## config.mk

```make
export PLATFORM = sky130hd
export DESIGN_NAME = kernel_c_kc_vout_sink
export DESIGN_NICKNAME = d
export VERILOG_FILES = /design/src/rtl/kernel_c_kc_vout_sink.sv
export SDC_FILE = /design/constraint.sdc
export NUM_CORES = 1
export LEC_CHECK = 0
export BUFFER_PORTS_ARGS = -buffer_cell sky130_fd_sc_hd__buf_4
export CELL_PAD_IN_SITES_DETAIL_PLACEMENT = 1
export CELL_PAD_IN_SITES_GLOBAL_PLACEMENT = 2
export CORE_ASPECT_RATIO = 0.9
export CORE_MARGIN = 4
export CORE_UTILIZATION = 47
export DETAILED_ROUTE_END_ITERATION = 16
export GPL_ROUTABILITY_DRIVEN = 0
export GPL_TIMING_DRIVEN = 1
export HOLD_SLACK_MARGIN = 0.02
export PLACE_DENSITY_LB_ADDON = 0.1
export SLEW_MARGIN = 10
export SYNTH_ARGS = -nofsm -noshare
export SYNTH_HDL_FRONTEND = slang
export SYNTH_SLANG_ARGS = --single-unit
```

## constraint.sdc

```tcl
create_clock -name clk -period 5.7 [get_ports clk]
set_input_delay 0.285 -clock clk [delete_from_list [all_inputs] [get_ports clk]]
set_output_delay 0.285 -clock clk [all_outputs]
set_load 0.03 [all_outputs]
```

## src/rtl/kernel_c_kc_vout_sink.sv

```systemverilog
// Output sink for a stall-frozen kernel pipeline: tracks in-flight valid words,
// buffers results in a FWFT FIFO and raises stall whenever the FIFO is full.
module kernel_c_kc_vout_sink #(
  parameter int unsigned DATAW  = 32,
  parameter int unsigned LAT    = 1,
  parameter int unsigned DEPTH  = 8,
  parameter int unsigned NITEMS = 16
) (
  input  logic                     clk,
  input  logic                     rst,
  input  logic                     in_valid,
  output logic                     stall,
  input  logic [DATAW-1:0]         k_data,
  output logic [DATAW-1:0]         m_data,
  output logic                     m_valid,
  input  logic                     m_ready,
  output logic                     m_last,
  output logic [$clog2(DEPTH):0]   count
);

  localparam int unsigned AW = $clog2(DEPTH);
  localparam int unsigned IW = (NITEMS > 1) ? $clog2(NITEMS) : 1;

  logic [LAT-1:0]   vld_sr;
  logic [DATAW-1:0] mem [DEPTH];
  logic [AW-1:0]    wr_ptr;
  logic [AW-1:0]    rd_ptr;
  logic [IW-1:0]    item_cnt;
  logic [AW:0]      count_next;
  logic             wr;
  logic             rd;

  assign m_valid = (count != '0);
  assign wr      = vld_sr[LAT-1] & ~stall;
  assign rd      = m_valid & m_ready;
  assign m_data  = mem[rd_ptr];
  assign m_last  = m_valid & (item_cnt == IW'(NITEMS - 1));

  always_comb begin
    count_next = count;
    if (wr && !rd)
      count_next = count + (AW + 1)'(1);
    else if (!wr && rd)
      count_next = count - (AW + 1)'(1);
  end

  // The valid shadow freezes together with the kernel so a stalled result
  // is written exactly once, on the first unstalled cycle.
  generate
    if (LAT == 1) begin : g_sr1
      always_ff @(posedge clk) begin
        if (!rst)
          vld_sr <= '0;
        else if (!stall)
          vld_sr <= in_valid;
      end
    end else begin : g_srn
      always_ff @(posedge clk) begin
        if (!rst)
          vld_sr <= '0;
        else if (!stall)
          vld_sr <= {vld_sr[LAT-2:0], in_valid};
      end
    end
  endgenerate

  always_ff @(posedge clk) begin
    if (!rst) begin
      wr_ptr   <= '0;
      rd_ptr   <= '0;
      count    <= '0;
      item_cnt <= '0;
      stall    <= 1'b0;
    end else begin
      if (wr)
        wr_ptr <= wr_ptr + AW'(1);
      if (rd) begin
        rd_ptr   <= rd_ptr + AW'(1);
        item_cnt <= m_last ? '0 : item_cnt + IW'(1);
      end
      count <= count_next;
      stall <= (count_next == (AW + 1)'(DEPTH));
    end
  end

  always_ff @(posedge clk) begin
    if (wr)
      mem[wr_ptr] <= k_data;
  end

endmodule

```

==> flow_summary.toml <==
[setup_path]
crit_path_cell_trace = "buf_4, mux4_2, mux2_2, buf_4"
category_of_the_worst_setup_path_capture_point = "output port"
critical-path-top-cell-by-count = "sky130_fd_sc_hd__buf_4"
setup.worst_path.start_class = "flip-flop"
critPathSlowestCell = "sky130_fd_sc_hd__dfxtp_4"
path_class = "flip-flop to output port"
slowest_delay_ns = 1.01
cp_max_fo = 48
worst-endpoint-required_ns = 5.41
worstPathArrival_ns = 3.04

[global_routing]
grt_pass1_vias = 5531
grt_pass1_wl_um = 33400
grt_start_max_net_pins = 65
grtUsageTotal_pct = 17.4
grt_antenna_before_repair = 0
grt_overflow_total = 0

[yosys]
synth.largest_area_cell = "sky130_fd_sc_hd__edfxtp_1"
yosys.area.top_type_share_pct = 72.7
netlist_instances = 489
seq_area_frac_synth_pct = 76.3
yosys_most_used_dff = "sky130_fd_sc_hd__edfxtp_1"
ys.warnings.count = 0
xor_xnor_share_of_the_synthesized_area_pct = 0.579
synth_compound_area_share_pct = 1.40
yosysUniqueCellTypes = 37
async_flop_share_pct = 0
synth.net_count = 530
postSynthAreaPerCell_um2 = 21.6
synthAdderAreaFrac_pct = 0.591
synthTopCellsByArea = "sky130_fd_sc_hd__edfxtp_1 73%, sky130_fd_sc_hd__mux4_2 14%, sky130_fd_sc_hd__dfxtp_1 3.6%"
dominant_combinational_cell_family_by_area_after_synthesis = "multiplexers"
synth_enable_flop_cells = 256
netlist_area_um2 = 10600
synth.mux.area_fraction_pct = 17.1
post_synth_and_or_nand_nor_area_fraction_pct = 2.98
synth_seq_cells = 275

[outcome]
run_status = "finished, final reports clean"

[drt]
viasPerCell = 5.41
post_drt_wl_per_cell_um = 22.8
post_route_antenna_net_violation_count = 0
drc = 0
drt_wl_total_um = 21200
detailroute.via_count = 5031
detailedRoute.firstPassIterationCount = 4
first_iter_violations = 367

[floorplanning]
die_width_um = 166
initial_utilization_pct = 48.3
dieHeight_um = 150
fp.dieArea_um2 = 25000
fp-row-count = 51
core_region_area_um2 = 21900
io_pins = 75

[layout]
layout_common_cells = "256 x sky130_fd_sc_hd__edfxtp_1, 88 x sky130_fd_sc_hd__buf_4, 64 x sky130_fd_sc_hd__mux4_2, 33 x sky130_fd_sc_hd__dlygate4sd3_1, 32 x sky130_fd_sc_hd__mux2_2"
layout_commonest_cell = "sky130_fd_sc_hd__edfxtp_1"
number_of_diodes_added_for_antenna_fixing = 0
final_nets = 658
area_delta_synth_final_pct = 21.9
drive_above_1_share_pct = 38.0

[clocking]
library_cell_used_as_clock_root_buffer = "sky130_fd_sc_hd__clkbuf_16"
number_of_buffers_created_by_cts = 28
cts_tree = "done"
post_cts_repair_setup_buffers = 0
tritoncts_num_sinks = 275
ctsHtreeMaxLevel = 1
cts_max_path_buffers = 3
clock_insertion_delay_worst_skew_ns = 0.53
clk_pin_slew_worst_paths_ns = 0.06

[flow_run]
max_cap_viol_count = 0

[sta]
finalHoldViolCount = 0
post-route-period-util_pct = 58.3
final.setup_skew_ns = 0.0107
worst_slew_margin_rel_pct = 29.9
worstMarginPinSlew_ns = 1.05
fmax_ghz = 0.301
final-setup-viol-count = 0
finalWorstPathRequiredPeriod_ns = 3.32
maxSlewViolCount = 0
grt_setup_unrepaired = "no"
setup_total_negative_slack_ns = 0

[power_and_ir_drop]
total_leakage_power_nw = 4.22
report.power.total_w = 0.00568
power_density_nw_per_um2 = 440
ir_drop_v = 0.000270

[placement]
place_hpwl_um = 12200
io_buffers = 74

[worst_hold_path]
worst_hold_path_type = "input port to flip-flop"
-- cell type report --
| class | count | area, um^2 |
|---|---|---|
| Inverter | 3 | 11.3 |
| Tap cell | 291 | 364 |
| Multi-Input combinational cell | 188 | 2450 |
| Clock buffer | 38 | 810 |
| Clock inverter | 14 | 198 |
| Fill cell | 1868 | 8990 |
| Sequential cell | 275 | 8080 |
| Timing Repair Buffer | 121 | 991 |
-- metal layers --
layer  global-route usage (%)  share of wire [%]
met1                     25.5                 44
met2                     28.4                 49
met3                     2.65                4.9
met4                     3.42                1.4
met5                        0                  0
-- critical path, delay by kind of cell, from the launching register on --
kind / cells / cell delay [ns]
muxes: 2 / 0.84
buffers and inverters: 2 / 0.65
DFF: 1 / 1.01
-- stage by stage --
step | instances | setup slack (ns) | area [um^2] | hold slack (ns) | util (%)
floorplan | 489 | 1.19 | 10600 | 0.384 | -
global placement | 845 | 2.80 | 11600 | 0.469 | 52.8
detailed placement | 845 | 2.78 | 11600 | 0.475 | 52.8
CTS | 930 | 2.22 | 12900 | 0.0861 | 58.9
global route | 930 | 2.10 | 12900 | 0.111 | 58.9
finish | 930 | 2.38 | 12900 | 0.0897 | 58.9
-- Yosys cell counts, types with 3 or more instances --
cell	instances
sky130_fd_sc_hd__edfxtp_1	256
sky130_fd_sc_hd__dfxtp_1	19
sky130_fd_sc_hd__buf_2	7
sky130_fd_sc_hd__nor2b_1	4
sky130_fd_sc_hd__clkbuf_1	14
sky130_fd_sc_hd__nand2_1	18
sky130_fd_sc_hd__a21oi_1	5
sky130_fd_sc_hd__nor3_1	5
sky130_fd_sc_hd__a21boi_1	5
sky130_fd_sc_hd__nand2b_1	4
sky130_fd_sc_hd__and2_1	10
sky130_fd_sc_hd__ha_1	5
sky130_fd_sc_hd__xnor2_1	7
sky130_fd_sc_hd__nor2_1	6
sky130_fd_sc_hd__inv_1	3
sky130_fd_sc_hd__mux2_2	32
sky130_fd_sc_hd__nand3_1	3
sky130_fd_sc_hd__mux4_2	64
-- power breakdown --
group          internal (W)  leakage (nW)  switching [W]
Combinational      0.000655          1.26       0.000593
Sequential          0.00230          2.47       0.000189
Clock               0.00122         0.492       0.000724
-- path summary, 6_finish.rpt --
| kind | from | to | slack, ns | cells past startpoint |
|---|---|---|---|---|
| max | flip-flop | m_data[30] | 2.38 | 4 |
| min | rst | count[3]$_SDFF_PN0_ | 0.09 | 3 |
| max reg2reg | vld_sr$_SDFFE_PN0N_ | mem[4][28]$_DFFE_PP_ | 3.30 | 5 |
| min reg2reg | rd_ptr[1]$_SDFFE_PN0P_ | flip-flop | 0.49 | 2 |
-- cells by family after synthesis --
family | Yosys count
flip-flops | 275
multiplexers | 97
AND/OR/NAND/NOR | 59
buffers and inverters | 26
AO/OA/AOI/OAI | 20
XOR/XNOR | 7
adder cells (fa/ha/maj) | 5
-- registers in the layout, indices dropped and copies added, names as in the netlist, named ones only --
register / flops
mem: 256
count: 4
item_cnt: 4
rd_ptr: 3
wr_ptr: 3
stall: 1
vld_sr: 1
-- timing repair --
action,4_1_cts,5_1_grt
hold buffers,33,0
hold endpoints to repair,257,0
resized for setup,0,0
Note: power is estimated with default switching activity, not from simulation.
